## src/rtl/fifo16_ram_ctrl.sv

```systemverilog
// -----------------------------------------------------------------------------
// fifo16_ram_ctrl
//
// Controller for a 16-deep FIFO built from WIDTH parallel 16x1 single-port
// distributed RAM slices. There is one shared address, a synchronous write and
// an asynchronous read. The block keeps the read/write pointers and the fill
// count, and it arbitrates the single RAM address between writes and refills.
// Read data is registered into a show-ahead output stage. Total capacity is
// 17 words: 16 in the RAM and 1 in the output register.
//
// Ports:
//   CLK     clock; all registers and the slice write use the rising edge
//   CLR     asynchronous, active-high reset (RAM contents are not cleared)
//   WR_EN   push request from the producer
//   DIN     push data
//   WR_RDY  a push is accepted this cycle when WR_EN=1
//   RD_EN   pop request from the consumer (ignored while EMPTY)
//   DOUT    head-of-FIFO data, registered
//   EMPTY   DOUT is not valid
//   COUNT   total entries held, 0..17
//   RAM_A   shared address to all slices
//   RAM_WE  slice write enable
//   RAM_D   slice write data (always DIN)
//   RAM_O   slice asynchronous read data
// -----------------------------------------------------------------------------
module fifo16_ram_ctrl #(
  parameter int WIDTH = 8
) (
  input  logic             CLK,
  input  logic             CLR,
  input  logic             WR_EN,
  input  logic [WIDTH-1:0] DIN,
  output logic             WR_RDY,
  input  logic             RD_EN,
  output logic [WIDTH-1:0] DOUT,
  output logic             EMPTY,
  output logic [4:0]       COUNT,
  output logic [3:0]       RAM_A,
  output logic             RAM_WE,
  output logic [WIDTH-1:0] RAM_D,
  input  logic [WIDTH-1:0] RAM_O
);

  // The single RAM address allows one of these actions per cycle.
  typedef enum logic [1:0] {
    ACT_IDLE,
    ACT_BYPASS,
    ACT_WRITE,
    ACT_REFILL
  } action_e;

  logic [3:0]       wptr, wptr_nxt;
  logic [3:0]       rptr, rptr_nxt;
  logic [4:0]       mcount, mcount_nxt;
  logic             dvalid, dvalid_nxt;
  logic [WIDTH-1:0] dreg, dreg_nxt;

  logic    refill_req;
  logic    push;
  logic    pop;
  logic    mem_empty;
  action_e action;

  assign mem_empty = (mcount == 5'd0);

  // Output flags come from registers only, so WR_RDY and EMPTY never depend
  // combinationally on WR_EN or RD_EN.
  assign refill_req = !mem_empty && !dvalid;
  assign WR_RDY     = !CLR && (mcount != 5'd16) && !refill_req;
  assign EMPTY      = !dvalid;
  assign DOUT       = dreg;
  assign COUNT      = mcount + {4'd0, dvalid};
  assign RAM_D      = DIN;

  assign push = WR_EN && WR_RDY;
  assign pop  = RD_EN && dvalid;

  // Action select, in priority order. A push always wins the RAM address; a
  // pending refill is served on the following cycle because refill_req then
  // drops WR_RDY.
  always_comb begin
    if (push && mem_empty && (!dvalid || pop)) begin
      action = ACT_BYPASS;
    end else if (push) begin
      action = ACT_WRITE;
    end else if (!mem_empty && (!dvalid || pop)) begin
      action = ACT_REFILL;
    end else begin
      action = ACT_IDLE;
    end
  end

  // NOTE: every signal written here gets a default first; a missing branch
  // would otherwise hold its old value and infer a latch.
  always_comb begin
    wptr_nxt   = wptr;
    rptr_nxt   = rptr;
    mcount_nxt = mcount;
    dvalid_nxt = dvalid;
    dreg_nxt   = dreg;
    RAM_A      = rptr;
    RAM_WE     = 1'b0;

    unique case (action)
      ACT_BYPASS: begin
        // Empty RAM: the pushed word goes straight into the output register.
        RAM_A      = wptr;
        dreg_nxt   = DIN;
        dvalid_nxt = 1'b1;
      end
      ACT_WRITE: begin
        RAM_A      = wptr;
        RAM_WE     = 1'b1;
        wptr_nxt   = wptr + 4'd1;
        mcount_nxt = mcount + 5'd1;
        // The address is busy with the write, so a popped head cannot be
        // replaced this cycle.
        if (pop) dvalid_nxt = 1'b0;
      end
      ACT_REFILL: begin
        dreg_nxt   = RAM_O;
        dvalid_nxt = 1'b1;
        rptr_nxt   = rptr + 4'd1;
        mcount_nxt = mcount - 5'd1;
      end
      default: begin
        if (pop) dvalid_nxt = 1'b0;
      end
    endcase
  end

  // NOTE: state registers use non-blocking assignments so every register
  // samples the pre-edge values regardless of statement order.
  // NOTE: only the control state is reset; the RAM slices keep their
  // contents, which is harmless because the pointers and count restart.
  always_ff @(posedge CLK or posedge CLR) begin
    if (CLR) begin
      wptr   <= 4'd0;
      rptr   <= 4'd0;
      mcount <= 5'd0;
      dvalid <= 1'b0;
      dreg   <= '0;
    end else begin
      wptr   <= wptr_nxt;
      rptr   <= rptr_nxt;
      mcount <= mcount_nxt;
      dvalid <= dvalid_nxt;
      dreg   <= dreg_nxt;
    end
  end

endmodule
```

## config.mk

```make
export PLATFORM = sky130hd
export DESIGN_NAME = fifo16_ram_ctrl
export DESIGN_NICKNAME = d
export VERILOG_FILES = /design/src/rtl/fifo16_ram_ctrl.sv
export SDC_FILE = /design/constraint.sdc
export NUM_CORES = 1
export LEC_CHECK = 0
export CAP_MARGIN = 5
export CORE_ASPECT_RATIO = 2
export CORE_MARGIN = 4
export CORE_UTILIZATION = 41
export DETAILED_ROUTE_END_ITERATION = 6
export PLACE_DENSITY = 0.76
export SYNTH_ARGS = -nofsm -noshare
export SYNTH_HDL_FRONTEND = slang
export SYNTH_SLANG_ARGS = --single-unit
```

## constraint.sdc

```tcl
create_clock -name CLK -period 2.4 [get_ports CLK]
set_input_delay 0.72 -clock CLK [delete_from_list [all_inputs] [get_ports CLK]]
set_output_delay 0.72 -clock CLK [all_outputs]
set_load 0.01 [all_outputs]
```

# Word-level counts from Yosys, hierarchy flattened
# Cells that the tools add are included.
# W data, S select, Z words.
op_classes:
  add_sub_neg: 5
  eq_ne: 4
  mux: 9
  n_reduce_logical: 19
ops:
  columns: ["op", "count"]
  rows:
  - ["$pmux W8 S2", 1]
  - ["$pmux W5 S2", 1]
  - ["$add A4 B1 Y4 const B", 2]
  - ["$logic_and A1 B1 Y1", 8]
  - ["$mux W2", 3]
  - ["$reduce_bool A2 Y1", 3]
  - ["$add A5 B1 Y5", 1]
  - ["$add A5 B1 Y5 const B", 1]
  - ["$logic_not A5 Y1", 1]
  - ["$ne A5 B5 Y1 const B", 1]
  - ["$sub A5 B1 Y5 const B", 1]
  - ["$eq A2 B2 Y1 const B", 2]
  - ["$logic_not A1 Y1", 4]
  - ["$mux W4", 1]
  - ["$reduce_or A2 Y1", 2]
  - ["$mux W1", 3]
  - ["$eq A2 B1 Y1 const B", 1]
  - ["$logic_or A1 B1 Y1", 1]
totals:
  ff_bits: 22
  output_inout_bits: 28

# Longest topological paths before layout
# Gate-level depths: netlist of run 1.
logic_depth:
  word_depth: 12
  ltp_mapped: 9
  ltp_nobuf: 9

# Worst setup path before layout of run 1
# No wires, ideal clock.
synth_path:
  kind: "input to register"
  from: "input WR_EN"
  to: "register mcount[4]"
  t_arrival_ns: 2.606
  t_required_ns: 2.320
  path_slack_ns: -0.286
  path_stages: 9
  path_buffers: 0
  path_cell_list: "nor2b_1 > a31oi_4 > nand2_2 > inv_2 > fa_1 > a21o_1 > a221oi_1 > o2bb2ai_2 > xnor2_1"
synth_via:
  elab_chain_cells: 6
  word_cells_on_any_way: 9
  classes_between: "eq/ne: 2; mux: 3; reduce/logical: 4"
synth_lines:
  columns: ["item", "line", "text"]
  rows:
  - ["start, declared", "31", "input logic WR_EN,"]
  - ["$logic_and A1 B1 Y1 *", "75", "assign push = WR_EN && WR_RDY;"]
  - ["$logic_and A1 B1 Y1 (2 in a row)", "82", "if (push && mem_empty && (!dvalid || pop)) begin"]
  - ["$mux W2 *", "82", null]
  - ["$eq A2 B2 Y1", "104", "unique case (action)"]
  - ["$pmux W5 S2 / $reduce_bool A2 Y1 (equally long branches)", null, null]
  - ["end signal, assigned", "146", "mcount <= mcount_nxt;"]
  - ["end, declared", "54", "logic [4:0] mcount, mcount_nxt;"]
# Every way passes the cells marked *; elsewhere a longest branch is shown, timed or not.
# A chain may end at the register's enable or synchronous reset.

# Worst setup path after layout of run 1
layout_path:
  from: "register mcount[1]"
  to: "output RAM_A[2]"
layout_via:
  elab_chain_cells: 12
  word_cells_on_any_way: 18
  classes_between: "eq/ne: 3; mux: 4; reduce/logical: 11"
layout_lines:
  columns: ["item", "line", "text"]
  rows:
  - ["$logic_not A5 Y1", "64", "assign mem_empty = (mcount == 5'd0);"]
  - ["$logic_not A1 Y1", "68, 86", null]
  - ["$logic_and A1 B1 Y1", "68", "assign refill_req = !mem_empty && !dvalid;"]
  - ["$logic_not A1 Y1", "69", "assign WR_RDY = !CLR && (mcount != 5'd16) && !refill_req;"]
  - ["$logic_and A1 B1 Y1", "69", null]
  - ["$logic_and A1 B1 Y1", "75", null]
  - ["$logic_and A1 B1 Y1 (2 in a row)", "82", null]
  - ["$mux W2 *", "82", null]
  - ["$eq A2 B2 Y1 / $eq A2 B1 Y1 (equally long branches)", "104", null]
  - ["$reduce_or A2 Y1 (no line) *", null, null]
  - ["$mux W4 *", "104", null]
  - ["end, declared", "38", "output logic [3:0] RAM_A,"]
# Marked as above.

==> out/metrics.json, run 1 <==
{
  "outcome": {
    "run_status": "finished, violations left",
    "violations": "negative setup slack"
  },
  "timing": {
    "finClkSkew_ps": 1.788,
    "hold_viol": 0,
    "max_slew_margin_pct": 75.11,
    "final_critical_path_setup_slack_ps": -313.6,
    "slew_viol_final": 0,
    "min_period_ps": 2714,
    "worstMarginPinSlew_ps": 373.3,
    "grt_setup_unrepaired": "yes",
    "setup_viol": 7,
    "setup_total_negative_slack_ps": -1524,
    "post-route-period-util_pct": 113.1,
    "maxClockFrequency_ghz": 0.3685,
    "worst_hold_slack_ps": 470.5
  },
  "setup_path": {
    "cp_max_fo": 3,
    "worst_flop_to_flop_path_startpoint": "mcount[0]$_DFFE_PP0P_",
    "worst_setup_path_end_kind": "primary output",
    "critical_path.startpoint": "mcount[1]$_DFFE_PP0P_",
    "cpLargestDelayFamily": "simple AND/OR/NAND/NOR gates",
    "critPathBufInv": 2,
    "crit_top_cell": "sky130_fd_sc_hd__buf_6",
    "worstPathArrival_ps": 1990,
    "timing.critical_path.required_ps": 1680,
    "start_kind": "flop",
    "cp_slowest_cell": "sky130_fd_sc_hd__or4_4",
    "crit_path_max_incr_delay_ps": 530,
    "timing_worst_setup_path_type": "flop to primary output",
    "crit_path_cell_trace": "or4_4, nand2_2, a21oi_4, buf_6, mux2_4, buf_6"
  },
  "placement": {
    "port-buffer-count": 47,
    "finalWeightedCongestion": 0.7433,
    "place.detailed.hpwl_um": 3281
  },
  "detailed_routing": {
    "top_layer": "met4",
    "totalWireLength_um": 4553,
    "drtPass1Iterations": 4,
    "route.detailed.drc": 0,
    "detail-route-antenna-nets": 0,
    "route.met3.wl_um": 244,
    "wirelength_met1_um": 1511,
    "via_count": 1417,
    "drt_iter0_markers": 23,
    "route.detailed.wl_per_inst_um": 18.21,
    "met2WireLength_um": 2618,
    "vias_per_cell": 5.668
  },
  "clock_tree": {
    "clock_sinks": 22,
    "clk_latency_ps": 260,
    "clk_pin_slew_worst_paths_ps": 80,
    "cts_tree": "yes",
    "max-clock-path-buffers": 2,
    "number_of_buffers_created_by_cts": 3,
    "clock_tree.htree_level_count": 1,
    "clock-root-buffer": "sky130_fd_sc_hd__clkbuf_8"
  },
  "logic_synthesis": {
    "syn-cell-area_mm2": 0.001418,
    "yosys_most_used_dff": "sky130_fd_sc_hd__dfrtp_1",
    "synth-seq-cells": 22,
    "synth_area_in_simple_gates_pct": 12.53,
    "synth_adder_area_share_pct": 7.590,
    "ys_warn_count": 0,
    "synth-seq-area-share_pct": 38.83,
    "post_synth_xor_xnor_area_pct": 8.032,
    "yosys-mux-area-fraction_pct": 6.355,
    "synth.net_count": 162,
    "synth.avg_cell_area_um2": 10.58,
    "yosys.cell_types.count": 36,
    "dominant_combinational_cell_family_by_area_after_synthesis": "compound AO/OA/AOI/OAI gates",
    "fraction_of_the_mapped_netlist_area_in_compound_gates_pct": 20.30,
    "syn_inst": 134,
    "async_reset_ff_share_pct": 100.0,
    "synth-edff-count": 0
  },
  "floorplan": {
    "initial_utilization_pct": 41.96,
    "die-width_um": 49.58,
    "die_boundary_height_um": 91.16,
    "row_count": 30,
    "io-pin-count": 48,
    "placeableCoreArea_mm2": 0.003378,
    "design.die.area_mm2": 0.004519
  },
  "power_and_ir_drop": {
    "power.share.clock_pct": 9.2,
    "switching_fraction_pct": 38.92,
    "vdd_drop_max_uv": 859.5,
    "power_per_cell_area_mw_per_mm2": 1244,
    "internal-power_mw": 1.794,
    "share_seq_of_total_power_pct": 24.5,
    "switching_power_mw": 1.143,
    "fin_total_pwr_mw": 2.938,
    "leakage_nw": 1.063,
    "pwr-share-comb_pct": 66.3
  },
  "final_layout": {
    "synthesis_to_layout_area_growth_pct": 66.64,
    "multiInputGateArea_um2": 897.1,
    "layout-drive-gt1-share_pct": 42.20,
    "area_of_all_sequential_standard_cells_um2": 554.3,
    "design.final.nets": 247,
    "fillers": 238,
    "n_antenna_cell": 0
  },
  "grt": {
    "grt_start_max_net_pins": 19,
    "number_of_global_route_vias_before_repair": 1537,
    "track_usage_pct": 20.28,
    "gr_ovfl_total": 0,
    "antenna_found_initial": 0,
    "grt_first_pass_wirelength_um": 7169
  },
  "run": {
    "max_cap_viol_count": 0
  },
  "worst_hold_path": {
    "worst_hold_startpoint": "rptr[3]$_DFFE_PP0P_",
    "hold_path.class": "flop to flop"
  }
}
## path summary, 6_finish.rpt
check,to,slack [ps],cells after the start
max,RAM_A[2],-310,6
min,rptr[3]$_DFFE_PP0P_,470,1
max reg2reg,mcount[4]$_DFFE_PP0P_,-150,10
min reg2reg,rptr[3]$_DFFE_PP0P_,470,1
max in group asynchronous,rptr[2]$_DFFE_PP0P_,1410,4
min in group asynchronous,mcount[2]$_DFFE_PP0P_,500,3
## sequential cells by signal (all words and copies together), names as in the netlist
register,flops
DOUT,8
mcount,5
wptr,4
dvalid,1
rptr,4
## layer usage
layer	up-vias	global-route usage (%)
met2	65	39.93
li1	646	-
met1	687	18.74
met4	0	10.39
met3	19	3.120
met5	-	0
## layout make-up
cell class / count / area share [%]
timing repair buffer: 89 / 33.63
clock buffer: 4 / 2.331
multi-input combinational: 98 / 37.98
sequential: 22 / 23.46
tap: 32 / 1.695
inverter: 5 / 0.9004
## timing repair
| action | 4_1_cts | 5_1_grt |
|---|---|---|
| gates resized for setup | 67 | 12 |
| hold buffers | 0 | 0 |
| endpoints found under the setup margin | 21 | 13 |
| buffers inserted | 10 | 5 |
| pin swaps | 9 | 13 |
## logic make-up (layout without fill, tap and decap cells)
kind of cell / count (synthesis) / count (layout)
AOI/OAI and AO/OA: 37 / 37
and+or+nand+nor: 32 / 32
DFF: 22 / 22
buffers and inverters: 14 / 98
xor gates and xnor gates: 13 / 13
adders and majority gates: 8 / 8
muxes: 8 / 8
## cells in the mapped netlist, types with 2 or more instances
cell type,number,area [µm²]
sky130_fd_sc_hd__dfrtp_1,22,550.5
sky130_fd_sc_hd__a21oi_1,11,55.05
sky130_fd_sc_hd__nand2_1,11,41.29
sky130_fd_sc_hd__xnor2_1,10,87.58
sky130_fd_sc_hd__buf_4,8,60.06
sky130_fd_sc_hd__mux2_1,8,90.09
sky130_fd_sc_hd__o21ai_0,8,40.04
sky130_fd_sc_hd__ha_1,7,87.58
sky130_fd_sc_hd__a31oi_1,6,37.54
sky130_fd_sc_hd__nand3_1,5,25.02
sky130_fd_sc_hd__inv_1,3,11.26
sky130_fd_sc_hd__nor2_1,3,11.26
sky130_fd_sc_hd__xor2_1,3,26.28
sky130_fd_sc_hd__a21o_1,2,15.01
sky130_fd_sc_hd__a21oi_2,2,17.52
sky130_fd_sc_hd__inv_2,2,7.510
sky130_fd_sc_hd__nand2_2,2,12.51
sky130_fd_sc_hd__nor3_1,2,10.01
sky130_fd_sc_hd__o221a_1,2,22.52
## worst register-to-register path, cell delays in order (launching register included)
cell and delay [ps]:
sky130_fd_sc_hd__dfrtp_2 440, sky130_fd_sc_hd__nor4_4 360, sky130_fd_sc_hd__nand2_2 140, sky130_fd_sc_hd__buf_4 190, sky130_fd_sc_hd__nand2_2 120, sky130_fd_sc_hd__inv_4 70, sky130_fd_sc_hd__fa_2 400, sky130_fd_sc_hd__a21o_1 210
sky130_fd_sc_hd__a221oi_2 260, sky130_fd_sc_hd__o2bb2ai_2 150, sky130_fd_sc_hd__xnor2_1 140
## through the flow
stage                     setup WS, ps  instance area [µm²]  util [%]  std cells
after floorplan                 -62.06                 1446         -        134
after global placement          -717.4                 2096     62.04        232
after detailed placement        -769.8                 2096     62.04        232
after CTS                       -373.0                 2303     68.19        246
after global routing            -360.6                 2362     69.93        250
final                           -313.6                 2362     69.93        250
## power by group through the flow
stage | Sequential [mW] | Clock (mW) | Combinational [mW]
floorplan | 0.762 | 0 | 0.827
global placement | 0.703 | 0 | 1.58
detailed placement | 0.718 | 0 | 1.66
CTS | 0.717 | 0.272 | 1.82
global route | 0.741 | 0.285 | 2.09
finish | 0.718 | 0.271 | 1.95
## cell usage in the layout, fill, tap and decap left out, drive strengths merged, types with 7 or more instances in the layout
| cell type | n |
|---|---|
| buf | 49 |
| clkdlybuf4s50 | 25 |
| dfrtp | 22 |
| a21oi | 14 |
| nand2 | 13 |
| dlygate4sd2 | 12 |
| xnor2 | 10 |
| o21ai | 8 |
| mux2 | 8 |
| a31oi | 7 |
| ha | 7 |
Note: power is estimated with default switching activity, not from simulation.
==> run 2, diff against run 1 <==
--- a/config.mk
+++ b/config.mk
@@ -10,7 +10,9 @@
 export CORE_MARGIN = 4
 export CORE_UTILIZATION = 41
 export DETAILED_ROUTE_END_ITERATION = 6
+export MAX_ROUTING_LAYER = met4
 export PLACE_DENSITY = 0.76
+export SETUP_SLACK_MARGIN = 0.4
 export SYNTH_ARGS = -nofsm -noshare
 export SYNTH_HDL_FRONTEND = slang
 export SYNTH_SLANG_ARGS = --single-unit
==> out/metrics.json, run 2 (same netlist as run 1, synthesis figures left out) <==
{
  "floorplan": {
    "initial_utilization_pct": 41.96,
    "io-pin-count": 48,
    "die_boundary_height_um": 91.16,
    "design.die.area_mm2": 0.004519,
    "die-width_um": 49.58,
    "placeableCoreArea_mm2": 0.003378,
    "row_count": 30
  },
  "setup_path": {
    "worst_flop_to_flop_path_startpoint": "mcount[3]$_DFFE_PP0P_",
    "cpLargestDelayFamily": "flip-flops",
    "crit_top_cell": "sky130_fd_sc_hd__buf_6",
    "cp_slowest_cell": "sky130_fd_sc_hd__dfrtp_2",
    "worst_setup_path_end_kind": "primary output",
    "timing_worst_setup_path_type": "flop to primary output",
    "crit_path_max_incr_delay_ps": 420,
    "crit_path_cell_trace": "buf_6, nor4_4, nand2_2, a21oi_4, buf_6, mux2_4, buf_6",
    "cp_max_fo": 4,
    "timing.critical_path.required_ps": 1680,
    "critPathBufInv": 3,
    "critical_path.startpoint": "mcount[3]$_DFFE_PP0P_",
    "worstPathArrival_ps": 2000,
    "start_kind": "flop"
  },
  "detailed_routing": {
    "vias_per_cell": 5.461,
    "drtPass1Iterations": 4,
    "route.detailed.wl_per_inst_um": 16.82,
    "detail-route-antenna-nets": 0,
    "totalWireLength_um": 4272,
    "drt_iter0_markers": 24,
    "via_count": 1387,
    "route.detailed.drc": 0
  },
  "clock_tree": {
    "clock_tree.htree_level_count": 1,
    "max-clock-path-buffers": 2,
    "post_cts_hold_buffer_count": 0,
    "clock_sinks": 22,
    "clk_latency_ps": 270,
    "clock-root-buffer": "sky130_fd_sc_hd__clkbuf_8",
    "clk_pin_slew_worst_paths_ps": 80,
    "number_of_buffers_created_by_cts": 3,
    "cts_tree": "yes"
  },
  "final_layout": {
    "synthesis_to_layout_area_growth_pct": 69.64,
    "fillers": 262,
    "fin_area_mm2": 0.002405,
    "layout.core_utilization_pct": 71.19,
    "layout_commonest_cell": "sky130_fd_sc_hd__buf_4",
    "largest_reg_flops": 8,
    "design.final.nets": 251,
    "layout-drive-gt1-share_pct": 50.00,
    "n_antenna_cell": 0,
    "layout_common_cells": "36 x sky130_fd_sc_hd__buf_4, 17 x sky130_fd_sc_hd__dfrtp_1, 16 x sky130_fd_sc_hd__clkdlybuf4s50_1, 15 x sky130_fd_sc_hd__buf_6"
  },
  "timing": {
    "hold_viol": 0,
    "setup_viol": 9,
    "grt_setup_unrepaired": "yes",
    "min_period_ps": 2725,
    "finClkSkew_ps": 5.212,
    "max_slew_margin_pct": 77.36,
    "slew_viol_final": 0,
    "maxClockFrequency_ghz": 0.3670,
    "post-route-period-util_pct": 113.5,
    "final_critical_path_setup_slack_ps": -324.7,
    "worstMarginPinSlew_ps": 339.5
  },
  "placement": {
    "finalWeightedCongestion": 0.7815,
    "place.detailed.hpwl_um": 3255,
    "port-buffer-count": 47,
    "placed_cell_area_mm2": 0.002165
  },
  "grt": {
    "number_of_global_route_vias_before_repair": 1484,
    "grt_start_max_net_pins": 13,
    "track_usage_pct": 20.05,
    "grt_first_pass_wirelength_um": 6996,
    "antenna_found_initial": 0,
    "gr_ovfl_total": 0
  },
  "power_and_ir_drop": {
    "power_per_cell_area_mw_per_mm2": 1275,
    "power.share.clock_pct": 8.8,
    "pwr-share-comb_pct": 67.9,
    "internal-power_mw": 1.898,
    "switching_fraction_pct": 38.07,
    "switching_power_mw": 1.167,
    "leakage_nw": 1.090,
    "vdd_drop_max_uv": 944.8,
    "share_seq_of_total_power_pct": 23.3
  },
  "outcome": {
    "violations": "negative setup slack",
    "run_status": "finished, violations left"
  },
  "worst_hold_path": {
    "worst_hold_startpoint": "wptr[3]$_DFFE_PP0P_",
    "hold_path.class": "flop to flop"
  },
  "run": {
    "max_cap_viol_count": 0
  }
}
## run 2: changes by cell type in the layout (fill, tap and decap cells not counted), sizes merged
| cell | previous run | this run |
|---|---|---|
| dlymetal6s2s | 1 | 0 |
| clkdlybuf4s15 | 1 | 0 |
| clkbuf | 5 | 4 |
| clkdlybuf4s50 | 25 | 16 |
| nor2 | 4 | 5 |
| buf | 49 | 64 |
## run 2: metrics by stage
stage | setup TNS, ps | cells | hold slack (ps) | setup slack [ps] | power [mW]
2_1_floorplan | -34.91 | 134 | 434.7 | -18.45 | 1.652
3_3_place_gp | -5532 | 234 | 456.8 | -682.1 | 2.403
3_5_place_dp | -5664 | 234 | 465.7 | -706.3 | 2.475
4_1_cts | -1844 | 250 | 480.9 | -358.1 | 2.953
5_1_grt | -2763 | 254 | 503.6 | -415.2 | 3.286
6_report | -1951 | 254 | 484.9 | -324.7 | 3.066
## run 2: layout make-up
class / instances / area [µm²] / share of cell area, %
flip-flops and latches: 22 / 556.8 / 23.15
clock buffers: 4 / 55.05 / 2.289
multi-input cells: 99 / 947.2 / 39.39
well taps: 32 / 40.04 / 1.665
inverters: 5 / 21.27 / 0.8845
repair buffers: 92 / 784.5 / 32.62
## run 2: worst paths after layout
| path | to | slack, ps | cells past startpoint |
|---|---|---|---|
| setup reg to reg | mcount[4]$_DFFE_PP0P_ | -200 | 13 |
| hold / removal | wptr[3]$_DFFE_PP0P_ | 480 | 1 |
| hold reg to reg | wptr[3]$_DFFE_PP0P_ | 480 | 1 |
| min in group asynchronous | DOUT[3]$_DFFE_PP0P_ | 660 | 3 |
| setup / recovery | RAM_A[0] | -320 | 7 |
| max in group asynchronous | wptr[1]$_DFFE_PP0P_ | 1330 | 4 |
## run 2: repair_timing
item / CTS / global route
gates cloned: 0 / 1
endpoints found under the setup margin: 33 / 24
pin swaps: 17 / 16
gates resized for setup: 115 / 12
buffers inserted: 12 / 3
## run 2: routing by layer
metal  GRT usage [%]  wire length (µm)  vias up
met1           20.17              1572      673
met3           2.463               171       10
met2           37.72              2440       51
met5               -                 0        -
li1                -                 -      653
met4           7.621                88        0
## run 2: worst reg2reg max path: cells and delay by family, from the launching register on
| family | cells | cell delay [ps] |
|---|---|---|
| buffers and inverters | 5 | 570 |
| adder cells (fa/ha/maj) | 1 | 330 |
| AND/OR/NAND/NOR | 3 | 490 |
| flip-flops | 1 | 420 |
| XOR/XNOR | 1 | 130 |
| AO/OA/AOI/OAI | 3 | 590 |
## run 2: power groups by stage
stage	Combinational (mW)	Sequential [mW]	Clock, mW
final	2.08	0.714	0.270
after global routing	2.26	0.741	0.284
after CTS	1.97	0.715	0.272
after detailed placement	1.76	0.714	0
after global placement	1.70	0.699	0
after floorplan	0.879	0.774	0
